--- config.mk ---
export PLATFORM = sky130hd
export DESIGN_NAME = satd_row_packer_flat
export DESIGN_NICKNAME = d
export VERILOG_FILES = /design/src/rtl/satd_pkg.sv /design/src/rtl/satd_row_packer_if.sv /design/src/rtl/satd_row_slot.sv /design/src/rtl/satd_row_packer.sv /design/src/flat_wrapper.sv
export SDC_FILE = /design/constraint.sdc
export NUM_CORES = 1
export LEC_CHECK = 0
export ABC_AREA = 1
export BUFFER_PORTS_ARGS = -buffer_cell sky130_fd_sc_hd__buf_4
export CELL_PAD_IN_SITES_DETAIL_PLACEMENT = 0
export CELL_PAD_IN_SITES_GLOBAL_PLACEMENT = 2
export CORE_UTILIZATION = 35
export CTS_CLUSTER_DIAMETER = 100
export CTS_CLUSTER_SIZE = 14
export DETAILED_ROUTE_END_ITERATION = 8
export PLACE_DENSITY = 0.93
export SLEW_MARGIN = 20
export SYNTH_ARGS = -nofsm -noshare
export SYNTH_HDL_FRONTEND = slang
export SYNTH_SLANG_ARGS = --single-unit
--- constraint.sdc ---
create_clock -name clk -period 22 [get_ports clk]
set_input_delay 3.3 -clock clk [delete_from_list [all_inputs] [get_ports clk]]
set_output_delay 3.3 -clock clk [all_outputs]
set_load 0.01 [all_outputs]
--- src/rtl/satd_pkg.sv ---
// Shared SATD datapath constants, row word type and packer state encoding.
package satd_pkg;
    localparam int unsigned PIX_W   = 8;
    localparam int unsigned ROW_PIX = 8;
    localparam int unsigned ROW_W   = PIX_W * ROW_PIX;
    localparam int unsigned CNT_W   = $clog2(ROW_PIX);
    localparam int unsigned IDX_W   = 3;

    typedef logic [ROW_W-1:0] row_t;
    typedef logic [CNT_W-1:0] cnt_t;
    typedef logic [IDX_W-1:0] row_idx_t;

    typedef enum logic {
        FILL = 1'b0,
        HOLD = 1'b1
    } state_t;
endpackage

--- src/rtl/satd_row_packer_if.sv ---
// Pixel-pair input channel and packed-row output channel of the row packer.
interface satd_row_packer_if;
    import satd_pkg::*;

    logic             in_valid;
    logic             in_ready;
    logic [PIX_W-1:0] in_org;
    logic [PIX_W-1:0] in_cur;
    logic             in_last;
    row_t             ORG;
    row_t             CUR;
    logic             out_valid;
    logic             out_ready;
    row_idx_t         out_row;
    logic             out_last;

    modport master (
        output in_valid, in_org, in_cur, in_last, out_ready,
        input  in_ready, ORG, CUR, out_valid, out_row, out_last
    );

    modport slave (
        input  in_valid, in_org, in_cur, in_last, out_ready,
        output in_ready, ORG, CUR, out_valid, out_row, out_last
    );
endinterface

--- src/rtl/satd_row_slot.sv ---
// Output holding register for one packed ORG/CUR row with its row index and last tag.
module satd_row_slot
    import satd_pkg::*;
(
    input  logic     clk,
    input  logic     rst,
    input  logic     load,
    input  row_t     load_org,
    input  row_t     load_cur,
    input  logic     load_last,
    input  logic     ready,
    output row_t     org,
    output row_t     cur,
    output logic     occupied,
    output logic     free,
    output row_idx_t row_idx,
    output logic     last
);
    row_idx_t next_idx;

    assign free = !occupied || ready;

    always_ff @(posedge clk or posedge rst) begin
        if (rst) begin
            org      <= '0;
            cur      <= '0;
            occupied <= 1'b0;
            row_idx  <= '0;
            last     <= 1'b0;
            next_idx <= '0;
        end else if (load) begin
            org      <= load_org;
            cur      <= load_cur;
            occupied <= 1'b1;
            row_idx  <= next_idx;
            last     <= load_last;
            // Row numbering restarts with the block after a closing row.
            next_idx <= load_last ? '0 : next_idx + row_idx_t'(1);
        end else if (ready) begin
            occupied <= 1'b0;
        end
    end
endmodule

--- src/rtl/satd_row_packer.sv ---
// Packs ORG/CUR pixel pairs into 64-bit row words for the SATD core.
module satd_row_packer
    import satd_pkg::*;
(
    input  logic                clk,
    input  logic                rst,
    satd_row_packer_if.slave    bus
);
    state_t state, state_nxt;
    cnt_t   cnt;
    row_t   asm_org, asm_cur;
    row_t   wr_org, wr_cur;
    row_t   load_org, load_cur;
    logic   hold_last;
    logic   accept, closing;
    logic   slot_free, slot_load, slot_occupied, load_last;
    logic   in_ready_c;

    assign accept  = bus.in_valid && in_ready_c;
    assign closing = accept && ((cnt == cnt_t'(ROW_PIX - 1)) || bus.in_last);
    assign bus.in_ready  = in_ready_c;
    assign bus.out_valid = slot_occupied;

    // Lanes above cnt are still zero from the last clear, so a closing write is already padded.
    always_comb begin
        wr_org = asm_org;
        wr_cur = asm_cur;
        for (int unsigned k = 0; k < ROW_PIX; k++) begin
            if (cnt == cnt_t'(k)) begin
                wr_org[k*PIX_W +: PIX_W] = bus.in_org;
                wr_cur[k*PIX_W +: PIX_W] = bus.in_cur;
            end
        end
    end

    always_ff @(posedge clk or posedge rst) begin
        if (rst) state <= FILL;
        else     state <= state_nxt;
    end

    always_comb begin
        state_nxt = state;
        case (state)
            FILL:    if (closing && !slot_free) state_nxt = HOLD;
            HOLD:    if (slot_free)             state_nxt = FILL;
            default: state_nxt = FILL;
        endcase
    end

    always_comb begin
        in_ready_c = (state == FILL);
        slot_load  = 1'b0;
        load_org   = wr_org;
        load_cur   = wr_cur;
        load_last  = bus.in_last;
        if (state == HOLD) begin
            slot_load = slot_free;
            load_org  = asm_org;
            load_cur  = asm_cur;
            load_last = hold_last;
        end else begin
            slot_load = closing && slot_free;
        end
    end

    always_ff @(posedge clk or posedge rst) begin
        if (rst) begin
            cnt       <= '0;
            asm_org   <= '0;
            asm_cur   <= '0;
            hold_last <= 1'b0;
        end else if (state == HOLD) begin
            if (slot_free) begin
                asm_org   <= '0;
                asm_cur   <= '0;
                hold_last <= 1'b0;
            end
        end else if (accept) begin
            if (closing) begin
                cnt <= '0;
                if (slot_free) begin
                    asm_org <= '0;
                    asm_cur <= '0;
                end else begin
                    asm_org   <= wr_org;
                    asm_cur   <= wr_cur;
                    hold_last <= bus.in_last;
                end
            end else begin
                asm_org <= wr_org;
                asm_cur <= wr_cur;
                cnt     <= cnt + cnt_t'(1);
            end
        end
    end

    satd_row_slot u_slot (
        .clk       (clk),
        .rst       (rst),
        .load      (slot_load),
        .load_org  (load_org),
        .load_cur  (load_cur),
        .load_last (load_last),
        .ready     (bus.out_ready),
        .org       (bus.ORG),
        .cur       (bus.CUR),
        .occupied  (slot_occupied),
        .free      (slot_free),
        .row_idx   (bus.out_row),
        .last      (bus.out_last)
    );
endmodule

--- src/flat_wrapper.sv ---
// flat-port wrapper written by rule: the top's interface ports become plain ports
module satd_row_packer_flat import satd_pkg::*;
  (clk, rst, bus_in_valid, bus_in_org, bus_in_cur, bus_in_last, bus_out_ready, bus_in_ready, bus_ORG, bus_CUR, bus_out_valid, bus_out_row, bus_out_last);
  satd_row_packer_if bus_i ();
  input  logic clk;
  input  logic rst;
  input wire logic [$bits(bus_i.in_valid)-1:0] bus_in_valid;
  input wire logic [$bits(bus_i.in_org)-1:0] bus_in_org;
  input wire logic [$bits(bus_i.in_cur)-1:0] bus_in_cur;
  input wire logic [$bits(bus_i.in_last)-1:0] bus_in_last;
  input wire logic [$bits(bus_i.out_ready)-1:0] bus_out_ready;
  output wire logic [$bits(bus_i.in_ready)-1:0] bus_in_ready;
  output wire logic [$bits(bus_i.ORG)-1:0] bus_ORG;
  output wire logic [$bits(bus_i.CUR)-1:0] bus_CUR;
  output wire logic [$bits(bus_i.out_valid)-1:0] bus_out_valid;
  output wire logic [$bits(bus_i.out_row)-1:0] bus_out_row;
  output wire logic [$bits(bus_i.out_last)-1:0] bus_out_last;
  assign bus_i.in_valid = bus_in_valid;
  assign bus_i.in_org = bus_in_org;
  assign bus_i.in_cur = bus_in_cur;
  assign bus_i.in_last = bus_in_last;
  assign bus_i.out_ready = bus_out_ready;
  assign bus_in_ready = bus_i.in_ready;
  assign bus_ORG = bus_i.ORG;
  assign bus_CUR = bus_i.CUR;
  assign bus_out_valid = bus_i.out_valid;
  assign bus_out_row = bus_i.out_row;
  assign bus_out_last = bus_i.out_last;
  satd_row_packer u_core (.clk(clk), .rst(rst), .bus(bus_i));
endmodule
# After elaboration in Yosys (flattened, before gate mapping)
# Index checks and enable logic that the tools add are counted.
[classes]
n_eq_ne = 9
n_addsub = 2
muxes = 41
reduce_logical = 15
n_bitwise = 1
[op_table]
columns = ["operator", "n"]
rows = [
  ["$mux 64", 11],
  ["$mux 8", 16],
  ["$eq 3x3->1 const B", 4],
  ["$mux 1", 11],
  ["$add 3x1->3 const B", 2],
  ["$eq 3x2->1 const B", 2],
  ["$mux 3", 2],
  ["$reduce_bool 2->1", 3],
  ["$logic_and 1x1->1", 4],
  ["$reduce_and 2->1", 2],
  ["$reduce_and 4->1", 1],
  ["$eq 3x1->1 const B", 1],
  ["$logic_not 3->1", 1],
  ["$logic_not 1->1", 2],
  ["$logic_or 1x1->1", 2],
  ["$ne 2x1->1 const B", 1],
  ["$ne 2x2->1 const B", 1],
  ["$pmux 1 s2", 1],
  ["$not 1->1", 1],
]
[totals]
reg_bits = 269
out_inout_bits = 134
inputBits = 21
elab_cells = 79

# Longest topological paths before layout
[logic_depth]
word_depth = 6
ltp_mapped = 11

# Modules after synthesis
# From an unflattened synthesis, not the netlist that was laid out.
[unflattened]
hier_cells = 1726
hier_area_um2 = 13616.8
[modules_own_cells]
columns = ["module", "cells_per_inst", "area_per_inst_um2", "instances"]
rows = [
  ["satd_row_packer", 1147, 8443.1, 1],
  ["satd_row_slot", 579, 5173.7, 1],
]

# Worst setup path after synthesis
# No wires, ideal clock.
[synth_timing]
path_type = "input to register"
start = "in bus_out_ready"
end = "reg u_core.asm_cur[0]"
n_path_buf = 2
arrival_ps = 4153
setup_ps = 83
cell_stages = 9
slack_ps = 17765
cell_sequence = "inv_1 > nand2_2 > nand2_2 > nand2_1 > inv_1 > buf_2 > buf_2 > nand2_1 > o21ai_0"
[synth_via]
elab_chain_len = 5
word_cells_on_any_way = 7
classes_between = "1 x eq/ne; 4 x mux; 2 x reduce/logical"
[synth_lines]
columns = ["element", "line", "rtl"]
rows = [
  ["start, declared", "flat_wrapper.sv:11", "input wire logic [$bits(bus_i.out_ready)-1:0] bus_out_ready;"],
  ["$logic_or 1x1->1 (*)", "satd_row_slot.sv:21", "assign free = !occupied || ready;"],
  ["$mux 64", "satd_row_packer.sv:81", "if (slot_free) begin"],
  ["$mux 64", "satd_row_packer.sv:79", "if (closing) begin"],
  ["$mux 64", "satd_row_packer.sv:78", "end else if (accept) begin"],
  ["$mux 64", "satd_row_packer.sv:72", "end else if (state == HOLD) begin"],
  ["end signal, assigned", "satd_row_packer.sv:86", "asm_cur <= wr_cur;"],
  ["end signal, assigned", "satd_row_packer.sv:91", "asm_cur <= wr_cur;"],
  ["end, declared", "satd_row_packer.sv:11", "row_t asm_org, asm_cur;"],
]
# Every way passes the cells marked *; elsewhere a longest branch is shown, timed or not. The select of a mux whose other input is x is not followed.
# A chain may end at the register's enable or synchronous reset.

# Final worst setup path
[layout_timing]
start = "reg u_core.state"
end = "out bus_in_ready"
[layout_via]
elab_chain_len = 1
[layout_lines]
columns = ["element", "line", "rtl"]
rows = [
  ["start, declared", "satd_row_packer.sv:9", "state_t state, state_nxt;"],
  ["start signal, assigned", "satd_row_packer.sv:38", "else state <= state_nxt;"],
  ["$not 1->1", "satd_row_packer.sv:51", "in_ready_c = (state == FILL);"],
  ["end, declared", "flat_wrapper.sv:12", "output wire logic [$bits(bus_i.in_ready)-1:0] bus_in_ready;"],
]
# No other way between the ends.

==> flow_summary.yaml <==
status:
  outcome: "finished, final reports clean"
floorplan:
  initial_utilization_pct: 35.5
  chipWidth_um: 197
  die_h_um: 197
  rows: 71
  die-area_mm2: 0.0389
  coreArea_mm2: 0.0376
  num_io_pins: 155
timing:
  clock_skew_ns: 0.0119
  rsz0062_at_grt: "false"
  tns_ns: 0
  hold_ws_ns: 0.480
  drv_slew: 0
  final-setup-viol-count: 0
  fin_crit_ns: 5.43
  period_share_pct: 24.7
  fmax_mhz: 184
  tightest_slew_ns: 1.11
  final_hold_viol_count: 0
  slew-limit-headroom_pct: 25.7
setup_path:
  r2r_cells: 8
  timing.rr.start: "u_core.state"
  timing.critical_path.to: "bus_in_ready"
  startpoint: "u_core.state"
  critPathMaxFanout: 56
  crit_path_end_kind: "primary output"
  crit_type: "register to primary output"
  cp_cell_sequence: "inv_4 -> buf_4"
  timing.rr.end: "u_core.u_slot.cur[35]"
  slowest_stage: "dfrtp_4"
  arrival_ns: 2.13
  critPathMaxStageDelay_ns: 0.73
  regToRegSetupSlack_ns: 18.63
  startpoint_type: "register"
  crit_required_ns: 18.70
final_layout:
  final_nets: 1927
  drive_above_1_share_pct: 10.9
  antenna_cells: 0
  areaGrowthSynthToFinish_pct: 14.3
synthesis:
  synth_compound_gate_area_share_pct: 6.81
  ys_types: 23
  synth_top_area_cell: "dfrtp_1"
  yosysTopAreaCellShare_pct: 50.5
  ys.flop_type: "dfrtp_1"
  yosys-top-cells-area: "dfrtp_1 51%, nand2_1 28%, nand3_1 5.4%"
  synth-seq-cells: 269
  synth.area.mux_share_pct: 0
  netlist_area_mm2: 0.0133
  synth_top_family_by_area: "simple AND/OR/NAND/NOR gates"
  synth-simple-area-share_pct: 33.8
  syn-mean-instance-area_um2: 7.32
  synth_adder_area_share_pct: 0.845
  yosysSeqAreaShare_pct: 50.5
  synth_warnings: 0
  synthXorXnorAreaFrac_pct: 0.0657
  synth_cells: 1821
  synthArstFlopShare_pct: 100
  synth.most_common_cell: "nand2_1"
  synth.cells.most_frequent: "978 x nand2_1, 269 x dfrtp_1, 145 x nand3_1"
  synth_edf_count: 0
  synth_nets: 1851
power:
  powerDensity_mw_per_mm2: 110
  peakVddDrop_v: 0.0000670
  p_leak_nw: 8.33
global_route:
  met1_usage_pct: 29.5
  grt_pass1_vias: 11600
  grt_util_met2_pct: 35.4
  overflow: 0
  grt_pass1_wl_um: 65300
  grt_max_degree: 136
  grt_use_total_pct: 21.3
  top_usage_layer: "met2"
  met3_usage_pct: 2.42
  grt_antenna_before_repair: 0
detailed_routing:
  via_per_inst: 4.91
  drt_wl_total_um: 40600
  drtIter0Drc: 1051
  drt_pass1_iterations: 5
  post-route-drc-count: 0
  ant_nets: 0
  vias: 11800
  detail_route.wl_per_cell_um: 16.8
clock_network:
  worstSkewPairLatency_ns: 0.54
  post_cts_buffers: 0
  cts-hold-fix-buffers: 0
  clkSlewWorstSetupHoldPaths_ns: 0.07
  cts_root_buffer: "clkbuf_16"
  cts.sink_count: 269
  tritoncts: "built"
  cts-buffers-inserted: 23
  cts_resized: 0
  htree_num_levels: 1
  cts.path.max_buffers: 3
run:
  drv_cap: 0
place:
  port_buffers: 154
  gp_congestion: 0.751
  hpwl_um: 24000
worst_hold_path:
  hold_path.class: "register to register"
-- power by group --
group / internal (mW) / switching (mW) / leakage (nW)
combinational: 0.228 / 0.321 / 4.46
sequential: 0.643 / 0.103 / 3.57
clock: 0.187 / 0.186 / 0.296
-- routing by layer --
metal  vias up  wire length [um]
met5         -                 0
met4         0               824
met1      5645             18600
met3        49              2090
met2       337             19000
li1       5787                 -
-- critical path, delay by kind of cell, from the launching register on --
family / cells / cell delay (ns)
flops: 1 / 0.73
buf+inv: 2 / 0.83
-- logic make-up (layout without fill, tap and decap cells) --
kind of cell    count (synthesis)  count (layout)
buf+inv                       237             314
fa+ha+maj                       9               9
simple gates                 1140            1140
xor+xnor                        1               1
compound gates                165             165
flops                         269             269
-- stage by stage --
stage	cells	cell area (um^2)	util (%)	total power [mW]	worst slack [ns]
6_report	2409	15200	40.5	1.67	16.57
5_1_grt	2409	15200	40.5	1.80	16.49
4_1_cts	2409	15200	40.5	1.69	16.55
3_5_place_dp	2383	14600	38.9	1.31	16.41
3_3_place_gp	2383	14600	38.9	1.30	16.50
2_1_floorplan	1821	13300	-	1.07	11.29
-- state kept, by name, summed over array words and instances, names as in the netlist --
| name | flops |
|---|---|
| u_core.asm_org | 64 |
| u_core.u_slot.last | 1 |
| u_core.cnt | 3 |
| u_core.hold_last | 1 |
| u_core.u_slot.org | 64 |
| u_core.u_slot.next_idx | 3 |
| u_core.u_slot.row_idx | 3 |
| u_core.u_slot.cur | 64 |
| u_core.asm_cur | 64 |
| u_core.state | 1 |
| u_core.u_slot.occupied | 1 |
-- cell type report --
type | count | area (um^2)
fillers | 3881 | 22400
flip-flops and latches | 269 | 6740
multi-input cells | 1315 | 5550
repair buffers | 162 | 1220
well taps | 511 | 639
clock buffers | 24 | 579
inverters | 126 | 485
clock inverters | 2 | 25.0
-- how the worst min path moves through the flow --
stage,start,to,depth (start not counted)
final,u_core.u_slot.org[23],u_core.u_slot.org[23],2
after global routing,u_core.u_slot.org[10],u_core.u_slot.org[10],2
after CTS,u_core.u_slot.row_idx[0],u_core.u_slot.row_idx[0],2
after detailed placement,u_core.u_slot.last,u_core.u_slot.last,2
after global placement,u_core.u_slot.row_idx[1],u_core.u_slot.row_idx[1],2
after floorplan,u_core.u_slot.next_idx[1],u_core.u_slot.next_idx[1],2
-- layout by cell type (no fill, tap or decap), drive strengths merged --
cell type / n
xnor2: 1
ha: 9
clkinv: 1
nand4: 1
o21ai: 131
o22ai: 1
buf: 162
a21oi: 1
dfrtp: 269
o211ai: 32
clkbuf: 24
inv: 127
nand2: 989
nand3: 145
nor2: 5
Power figures use the tool's default switching activity.
